## config.mk

```make
export PLATFORM = sky130hd
export DESIGN_NAME = audio_i2s_tx
export DESIGN_NICKNAME = d
export VERILOG_FILES = /design/src/rtl/audio_i2s_tx.sv
export SDC_FILE = /design/constraint.sdc
export NUM_CORES = 1
export LEC_CHECK = 0
export BUFFER_PORTS_ARGS = -buffer_cell sky130_fd_sc_hd__buf_2
export CAP_MARGIN = 10
export CORE_ASPECT_RATIO = 2
export CORE_MARGIN = 5
export CORE_UTILIZATION = 45
export CTS_BUF_LIST = sky130_fd_sc_hd__clkbuf_4
export DETAILED_ROUTE_END_ITERATION = 16
export PLACE_DENSITY = 0.77
export SLEW_MARGIN = 5
export SYNTH_ARGS = -nofsm -noshare
export SYNTH_HDL_FRONTEND = slang
export SYNTH_SLANG_ARGS = --single-unit
```

## constraint.sdc

```tcl
create_clock -name clock -period 1.7 [get_ports clock]
set_input_delay 0.085 -clock clock [delete_from_list [all_inputs] [get_ports clock]]
set_output_delay 0.085 -clock clock [all_outputs]
set_load 0.005 [all_outputs]
```

## src/rtl/audio_i2s_tx.sv

```systemverilog
// -----------------------------------------------------------------------------
// audio_i2s_tx
//
// Consumer end of the stereo audio output FIFOs. It pops left/right samples
// in lockstep from two show-ahead FIFOs and saturates each sample to
// SAMPLE_BITS. It then serializes the pair as a standard I2S frame
// (bclk / lrclk / sdata) for an external DAC. Frames that go out without a
// fresh sample pair, once streaming has started, are counted as underruns.
//
// Parameters
//   DATA_SIZE   : FIFO sample width, signed.
//   SAMPLE_BITS : I2S word width per channel, signed, 2..DATA_SIZE.
//   BCLK_DIV    : system clocks per bclk half-period, >= 2.
//
// Ports
//   clock, reset              : system clock, synchronous active-high reset.
//   left_audio_dout/_empty    : left FIFO head (show-ahead) and empty flag.
//   left_audio_rd_en          : left FIFO pop.
//   right_audio_dout/_empty   : right FIFO head (show-ahead) and empty flag.
//   right_audio_rd_en         : right FIFO pop.
//   i2s_bclk                  : I2S bit clock.
//   i2s_lrclk                 : I2S word select, 0 = left, 1 = right.
//   i2s_sdata                 : I2S serial data, MSB first.
//   active                    : set once the first real pair was framed.
//   underrun_count            : saturating count of zero-filled frames
//                               after active.
// -----------------------------------------------------------------------------
module audio_i2s_tx #(
  parameter int DATA_SIZE   = 32,
  parameter int SAMPLE_BITS = 16,
  parameter int BCLK_DIV    = 4
) (
  input  logic                 clock,
  input  logic                 reset,
  input  logic [DATA_SIZE-1:0] left_audio_dout,
  input  logic                 left_audio_empty,
  output logic                 left_audio_rd_en,
  input  logic [DATA_SIZE-1:0] right_audio_dout,
  input  logic                 right_audio_empty,
  output logic                 right_audio_rd_en,
  output logic                 i2s_bclk,
  output logic                 i2s_lrclk,
  output logic                 i2s_sdata,
  output logic                 active,
  output logic [15:0]          underrun_count
);

  localparam int FRAME_BITS = 2 * SAMPLE_BITS;
  localparam int DIV_W      = (BCLK_DIV > 2) ? $clog2(BCLK_DIV) : 1;
  localparam int BIT_W      = $clog2(FRAME_BITS);

  localparam logic [DIV_W-1:0] DIV_LAST = DIV_W'(BCLK_DIV - 1);
  localparam logic [BIT_W-1:0] BIT_LAST = BIT_W'(FRAME_BITS - 1);
  // lrclk leads the word by one bit: it rises on the left LSB and falls on
  // the right LSB.
  localparam logic [BIT_W-1:0] LR_FIRST = BIT_W'(SAMPLE_BITS - 1);
  localparam logic [BIT_W-1:0] LR_LAST  = BIT_W'(FRAME_BITS - 2);

  // Clamp a signed DATA_SIZE sample into the signed SAMPLE_BITS range. The
  // value fits when every bit from the sign bit down to bit SAMPLE_BITS-1 is
  // identical. Otherwise the sign selects the positive or negative limit.
  function automatic logic [SAMPLE_BITS-1:0] sat(input logic [DATA_SIZE-1:0] x);
    logic [DATA_SIZE-SAMPLE_BITS:0] top;
    logic [SAMPLE_BITS-1:0]         res;
    top = x[DATA_SIZE-1:SAMPLE_BITS-1];
    if ((&top) || !(|top)) begin
      res = x[SAMPLE_BITS-1:0];
    end else if (x[DATA_SIZE-1]) begin
      res = {1'b1, {(SAMPLE_BITS-1){1'b0}}};
    end else begin
      res = {1'b0, {(SAMPLE_BITS-1){1'b1}}};
    end
    return res;
  endfunction

  // Registered state
  logic [DIV_W-1:0]       div_cnt_q,   div_cnt_d;
  logic                   bclk_q,      bclk_d;
  logic [BIT_W-1:0]       bit_cnt_q,   bit_cnt_d;
  logic                   lrclk_q,     lrclk_d;
  logic                   sdata_q,     sdata_d;
  logic [FRAME_BITS-1:0]  shift_q,     shift_d;
  logic [SAMPLE_BITS-1:0] hold_l_q,    hold_l_d;
  logic [SAMPLE_BITS-1:0] hold_r_q,    hold_r_d;
  logic                   hold_valid_q, hold_valid_d;
  logic                   active_q,    active_d;
  logic [15:0]            underrun_q,  underrun_d;

  // Combinational helpers
  logic                   div_wrap_s;
  logic                   fall_s;
  logic                   frame_wrap_s;
  logic                   pop_s;
  logic [FRAME_BITS-1:0]  frame_s;

  // Bit-clock divider: free-running count, bclk toggles on each wrap.
  always_comb begin
    div_wrap_s = (div_cnt_q == DIV_LAST);
    if (div_wrap_s) begin
      div_cnt_d = {DIV_W{1'b0}};
      bclk_d    = ~bclk_q;
    end else begin
      div_cnt_d = div_cnt_q + DIV_W'(1);
      bclk_d    = bclk_q;
    end
    // The serial outputs advance only when bclk is about to fall.
    fall_s = div_wrap_s && bclk_q;
  end

  // Pop decision uses only the current-cycle empties, so rd_en is never
  // raised while either FIFO is empty and both FIFOs always pop together.
  always_comb begin
    pop_s = !hold_valid_q && !left_audio_empty && !right_audio_empty;
  end

  // Frame word presented at the frame boundary: the held pair or silence.
  always_comb begin
    if (hold_valid_q) begin
      frame_s = {hold_l_q, hold_r_q};
    end else begin
      frame_s = {FRAME_BITS{1'b0}};
    end
    frame_wrap_s = (bit_cnt_q == BIT_LAST);
  end

  // Serializer, frame loader, underrun counter and prefetch hold register.
  always_comb begin
    bit_cnt_d    = bit_cnt_q;
    lrclk_d      = lrclk_q;
    sdata_d      = sdata_q;
    shift_d      = shift_q;
    hold_l_d     = hold_l_q;
    hold_r_d     = hold_r_q;
    hold_valid_d = hold_valid_q;
    active_d     = active_q;
    underrun_d   = underrun_q;

    if (fall_s) begin
      if (frame_wrap_s) begin
        // New frame: the MSB goes out in this same bclk fall, and the rest of
        // the word waits in the shift register already shifted by one.
        bit_cnt_d = {BIT_W{1'b0}};
        sdata_d   = frame_s[FRAME_BITS-1];
        shift_d   = {frame_s[FRAME_BITS-2:0], 1'b0};
        if (hold_valid_q) begin
          hold_valid_d = 1'b0;
          active_d     = 1'b1;
        end else if (active_q && (underrun_q != 16'hFFFF)) begin
          underrun_d = underrun_q + 16'd1;
        end else begin
          underrun_d = underrun_q;
        end
      end else begin
        bit_cnt_d = bit_cnt_q + BIT_W'(1);
        sdata_d   = shift_q[FRAME_BITS-1];
        shift_d   = {shift_q[FRAME_BITS-2:0], 1'b0};
      end
      lrclk_d = (bit_cnt_d >= LR_FIRST) && (bit_cnt_d <= LR_LAST);
    end else begin
      bit_cnt_d = bit_cnt_q;
    end

    // A pop only happens with an empty hold register, so it can never
    // collide with the hold-clear above. On a boundary in the same cycle the
    // frame goes out silent and this pair waits for the next frame.
    if (pop_s) begin
      hold_l_d     = sat(left_audio_dout);
      hold_r_d     = sat(right_audio_dout);
      hold_valid_d = 1'b1;
    end else begin
      hold_valid_d = hold_valid_d;
    end
  end

  // State registers with synchronous reset.
  always_ff @(posedge clock) begin
    if (reset) begin
      div_cnt_q    <= {DIV_W{1'b0}};
      bclk_q       <= 1'b0;
      bit_cnt_q    <= BIT_LAST;
      lrclk_q      <= 1'b0;
      sdata_q      <= 1'b0;
      shift_q      <= {FRAME_BITS{1'b0}};
      hold_l_q     <= {SAMPLE_BITS{1'b0}};
      hold_r_q     <= {SAMPLE_BITS{1'b0}};
      hold_valid_q <= 1'b0;
      active_q     <= 1'b0;
      underrun_q   <= 16'h0000;
    end else begin
      div_cnt_q    <= div_cnt_d;
      bclk_q       <= bclk_d;
      bit_cnt_q    <= bit_cnt_d;
      lrclk_q      <= lrclk_d;
      sdata_q      <= sdata_d;
      shift_q      <= shift_d;
      hold_l_q     <= hold_l_d;
      hold_r_q     <= hold_r_d;
      hold_valid_q <= hold_valid_d;
      active_q     <= active_d;
      underrun_q   <= underrun_d;
    end
  end

  // The pop strobe must be combinational because the FIFOs are show-ahead,
  // so the data is captured in the same cycle. It is held off during reset.
  assign left_audio_rd_en  = pop_s && !reset;
  assign right_audio_rd_en = pop_s && !reset;

  assign i2s_bclk       = bclk_q;
  assign i2s_lrclk      = lrclk_q;
  assign i2s_sdata      = sdata_q;
  assign active         = active_q;
  assign underrun_count = underrun_q;

endmodule

```

==> results.cfg <==
[finish]
fin_area_um2 = 5620
antennaDiodeCount = 0
fill_cells = 762
postLayoutCoreUtil_pct = 60.7
final_layout_size_suffix_gt1_share_pct = 29.1
syn2layout_area_growth_pct = 33.8
nets = 683

[synth]
synth-seq-cells = 91
netlist_area_um2 = 4200
synth_area_per_cell_um2 = 8.77
synth-edff-count = 0
ys_seq_area_share_pct = 43.4
yosysTopAreaCell = dfxtp_1
ys.flop_type = dfxtp_1
netlist_instances = 479
synth_nets = 552
synth_area_leaders = dfxtp_1, o311a_1, a311oi_1, nor2_1, nand2b_1
yosysTopAreaCellShare_pct = 43.4
synth.distinct_cells = 45
yosysWarnings = 0
async_reset_ff_share_pct = 0

[status]
status = finished with violations
failed_checks = negative setup slack

[sta]
setup_viol = 12
finClkSkew_ns = 0.0159
hold_violations = 0
min_period_over_period_pct = 104
tightest_slew_ns = 0.761
relSlewSlack_pct = 49.1
maxSlewViolCount = 0
period_needed_ns = 1.77
worst_slack_ns = -0.0678
hold_slack_ns = 0.212
fmax_mhz = 566
rsz0062_at_grt = yes

[power]
p_clk_share_pct = 27.5
p_int_mw = 2.78
combPwrFrac_pct = 12.9
pwr_density_cell_nw_per_um2 = 668
power.total_mw = 3.76
swShare_pct = 25.8
p_switching_uw = 970
vdd.ir_drop.worst_mv = 0.372
p_leak_nw = 2.22
power_frac_seq_pct = 59.6

[floorplanning]
core_area_um2 = 9260
dieArea_um2 = 11500
die_x_um = 78.3
std_cell_rows = 50
ios = 90
initial_core_util_pct = 45.4
die_y_um = 147

[setup_path]
crit_path_max_fanout = 7
cp.required_ns = 2.01
worstSetupPathType = register to register
critPathMaxStageDelay_ns = 0.49
cp_top_family = simple AND/OR/NAND/NOR gates
crit_buf_inv = 1
cp-end-kind = register
worstPathArrival_ns = 2.08
path_cells = nand4_1, nor4_4, buf_12, nor4_2, xnor2_1, nor2_1
cp-start-kind = register
slowest_stage = nor4_4

[min_path]
hp-class = input pin to register

[clocking]
cts-root-buf = clkbuf_4
ctsHtreeMaxLevel = 3
cts_tree = built
clock-sinks = 91
clk_path_buf_depth = 2
clk_latency_ns = 0.44
clk_pin_slew_ns = 0.14
cts-buffers-inserted = 9

[place]
hpwl_um = 7500
place_area_um2 = 4880
place_congestion = 0.847
portBuffers = 89

[grt]
grt_pass1_vias = 4157
grtUsageTotal_pct = 19.9
grt_pass1_wl_um = 18500
antenna_found_initial = 0
grt-ovfl-total = 0
grt_max_degree = 67

[detailed_routing]
drc_errors = 0
wl_per_cell_um = 16.2
vias = 4206
drt-initial-drc-count = 347
drt-vias-per-instance = 5.85
drt_wl_total_um = 11700
ant_nets = 0
first_pass_iters = 4

[job]
maxCapViolCount = 0
==> path summary, 6_finish.rpt <==
| kind | start | slack [ns] | endpoint | cells after the start |
|---|---|---|---|---|
| setup / recovery | underrun_count[8]$_SDFFE_PP0P_ | -0.07 | underrun_count[13]$_SDFFE_PP0P_ | 6 |
| hold / removal | left_audio_empty | 0.21 | hold_l_q[3]$_SDFFE_PP0P_ | 4 |
| setup reg to reg | underrun_count[8]$_SDFFE_PP0P_ | -0.07 | underrun_count[13]$_SDFFE_PP0P_ | 6 |
| hold reg to reg | div_cnt_q[0]$_SDFF_PP0_ | 0.44 | div_cnt_q[0]$_SDFF_PP0_ | 1 |
==> synth_stat cells, drive strengths merged (2+ instances only) <==
| cell type | instances |
|---|---|
| a211oi | 2 |
| a21oi | 9 |
| and3 | 3 |
| nor2 | 64 |
| ha | 5 |
| inv | 5 |
| nand4 | 14 |
| clkbuf | 25 |
| o311a | 30 |
| nand2b | 31 |
| nor4b | 2 |
| buf | 17 |
| nor3 | 7 |
| dfxtp | 91 |
| a311oi | 31 |
| nor4 | 18 |
| xnor2 | 17 |
| a31oi | 2 |
| nand3 | 37 |
| nand2 | 46 |
| and4 | 3 |
| o21ai | 4 |
| nor3b | 2 |
==> registers in the layout, summed over array words and instances, names as in the netlist <==
register,cells
underrun_count,16
hold_l_q,16
i2s_sdata,1
i2s_lrclk,1
div_cnt_q,2
i2s_bclk,1
hold_r_q,16
shift_q,31
hold_valid_q,1
bit_cnt_q,5
active,1
==> routing by layer <==
metal / part of all wire (%) / vias up / global-route usage [%]
met5: 0 / - / 0
li1: - / 2039 / -
met3: 5.0 / 41 / 3.95
met1: 37 / 1972 / 21.9
met4: 4.1 / 0 / 11.1
met2: 54 / 154 / 34.9
==> final cells by class <==
cell class / count / area, µm² / area share [%]
multi-input cells: 342 / 2330 / 41.4
flip-flops and latches: 91 / 1840 / 32.7
clock inverters: 5 / 30.0 / 0.534
clock buffers: 11 / 82.6 / 1.47
well taps: 104 / 130 / 2.31
inverters: 5 / 18.8 / 0.334
repair buffers: 161 / 1190 / 21.2
==> what timing repair did <==
item / in CTS / in global routing
cloned: 2 / 1
buffers inserted: 2 / 5
pin swaps: 3 / 10
gates resized for setup: 14 / 21
hold buffers: 35 / 0
hold endpoints to repair: 41 / 0
endpoints found under the setup margin: 34 / 39
==> logic make-up (layout without fill, tap and decap cells) <==
kind of cell,after synthesis,count (layout),synth area share [%]
and+or+nand+nor,232,233,29.0
AOI/OAI and AO/OA,87,87,17.6
buffers and inverters,47,182,5.00
xor gates and xnor gates,17,17,3.54
adders and majority gates,5,5,1.49
DFF,91,91,43.4
==> metrics by stage <==
| stage | TNS [ns] | std cells | setup slack [ns] |
|---|---|---|---|
| detailed placement | -0.526 | 658 | -0.0541 |
| global placement | -0.00688 | 658 | -0.00688 |
| global route | -1.32 | 719 | -0.121 |
| finish | -0.414 | 719 | -0.0678 |
| floorplan | -0.0919 | 479 | -0.0363 |
| CTS | 0 | 713 | 0.00467 |
==> power by group through the flow <==
stage | Combinational (mW) | Clock, mW | Sequential, mW
5_1_grt | 0.530 | 1.15 | 2.25
6_report | 0.484 | 1.03 | 2.24
3_3_place_gp | 0.372 | 0 | 2.28
3_5_place_dp | 0.385 | 0 | 2.29
2_1_floorplan | 0.235 | 0 | 2.27
4_1_cts | 0.472 | 1.07 | 2.24
==> worst min-delay path, delay by kind of cell <==
kind	cells	cell delay, ns
compound gates	1	0.16
simple gates	1	0.14
buf+inv	2	0.24
==> placed cells by master (no fill, tap or decap), types with 5 or more instances in the layout <==
master / synthesis / layout
a311oi_1: 31 / 31
dfxtp_2: 0 / 7
nand2_1: 46 / 46
clkbuf_4: 0 / 11
xnor2_1: 17 / 17
nand4_1: 14 / 14
nand3_1: 37 / 36
dfxtp_1: 91 / 82
nor2_1: 64 / 62
o311a_1: 30 / 30
nand2b_1: 31 / 31
inv_1: 5 / 5
buf_4: 5 / 29
dlygate4sd3_1: 0 / 35
nor4_1: 15 / 11
buf_2: 6 / 89
a21oi_1: 9 / 9
Power figures use the tool's default switching activity.
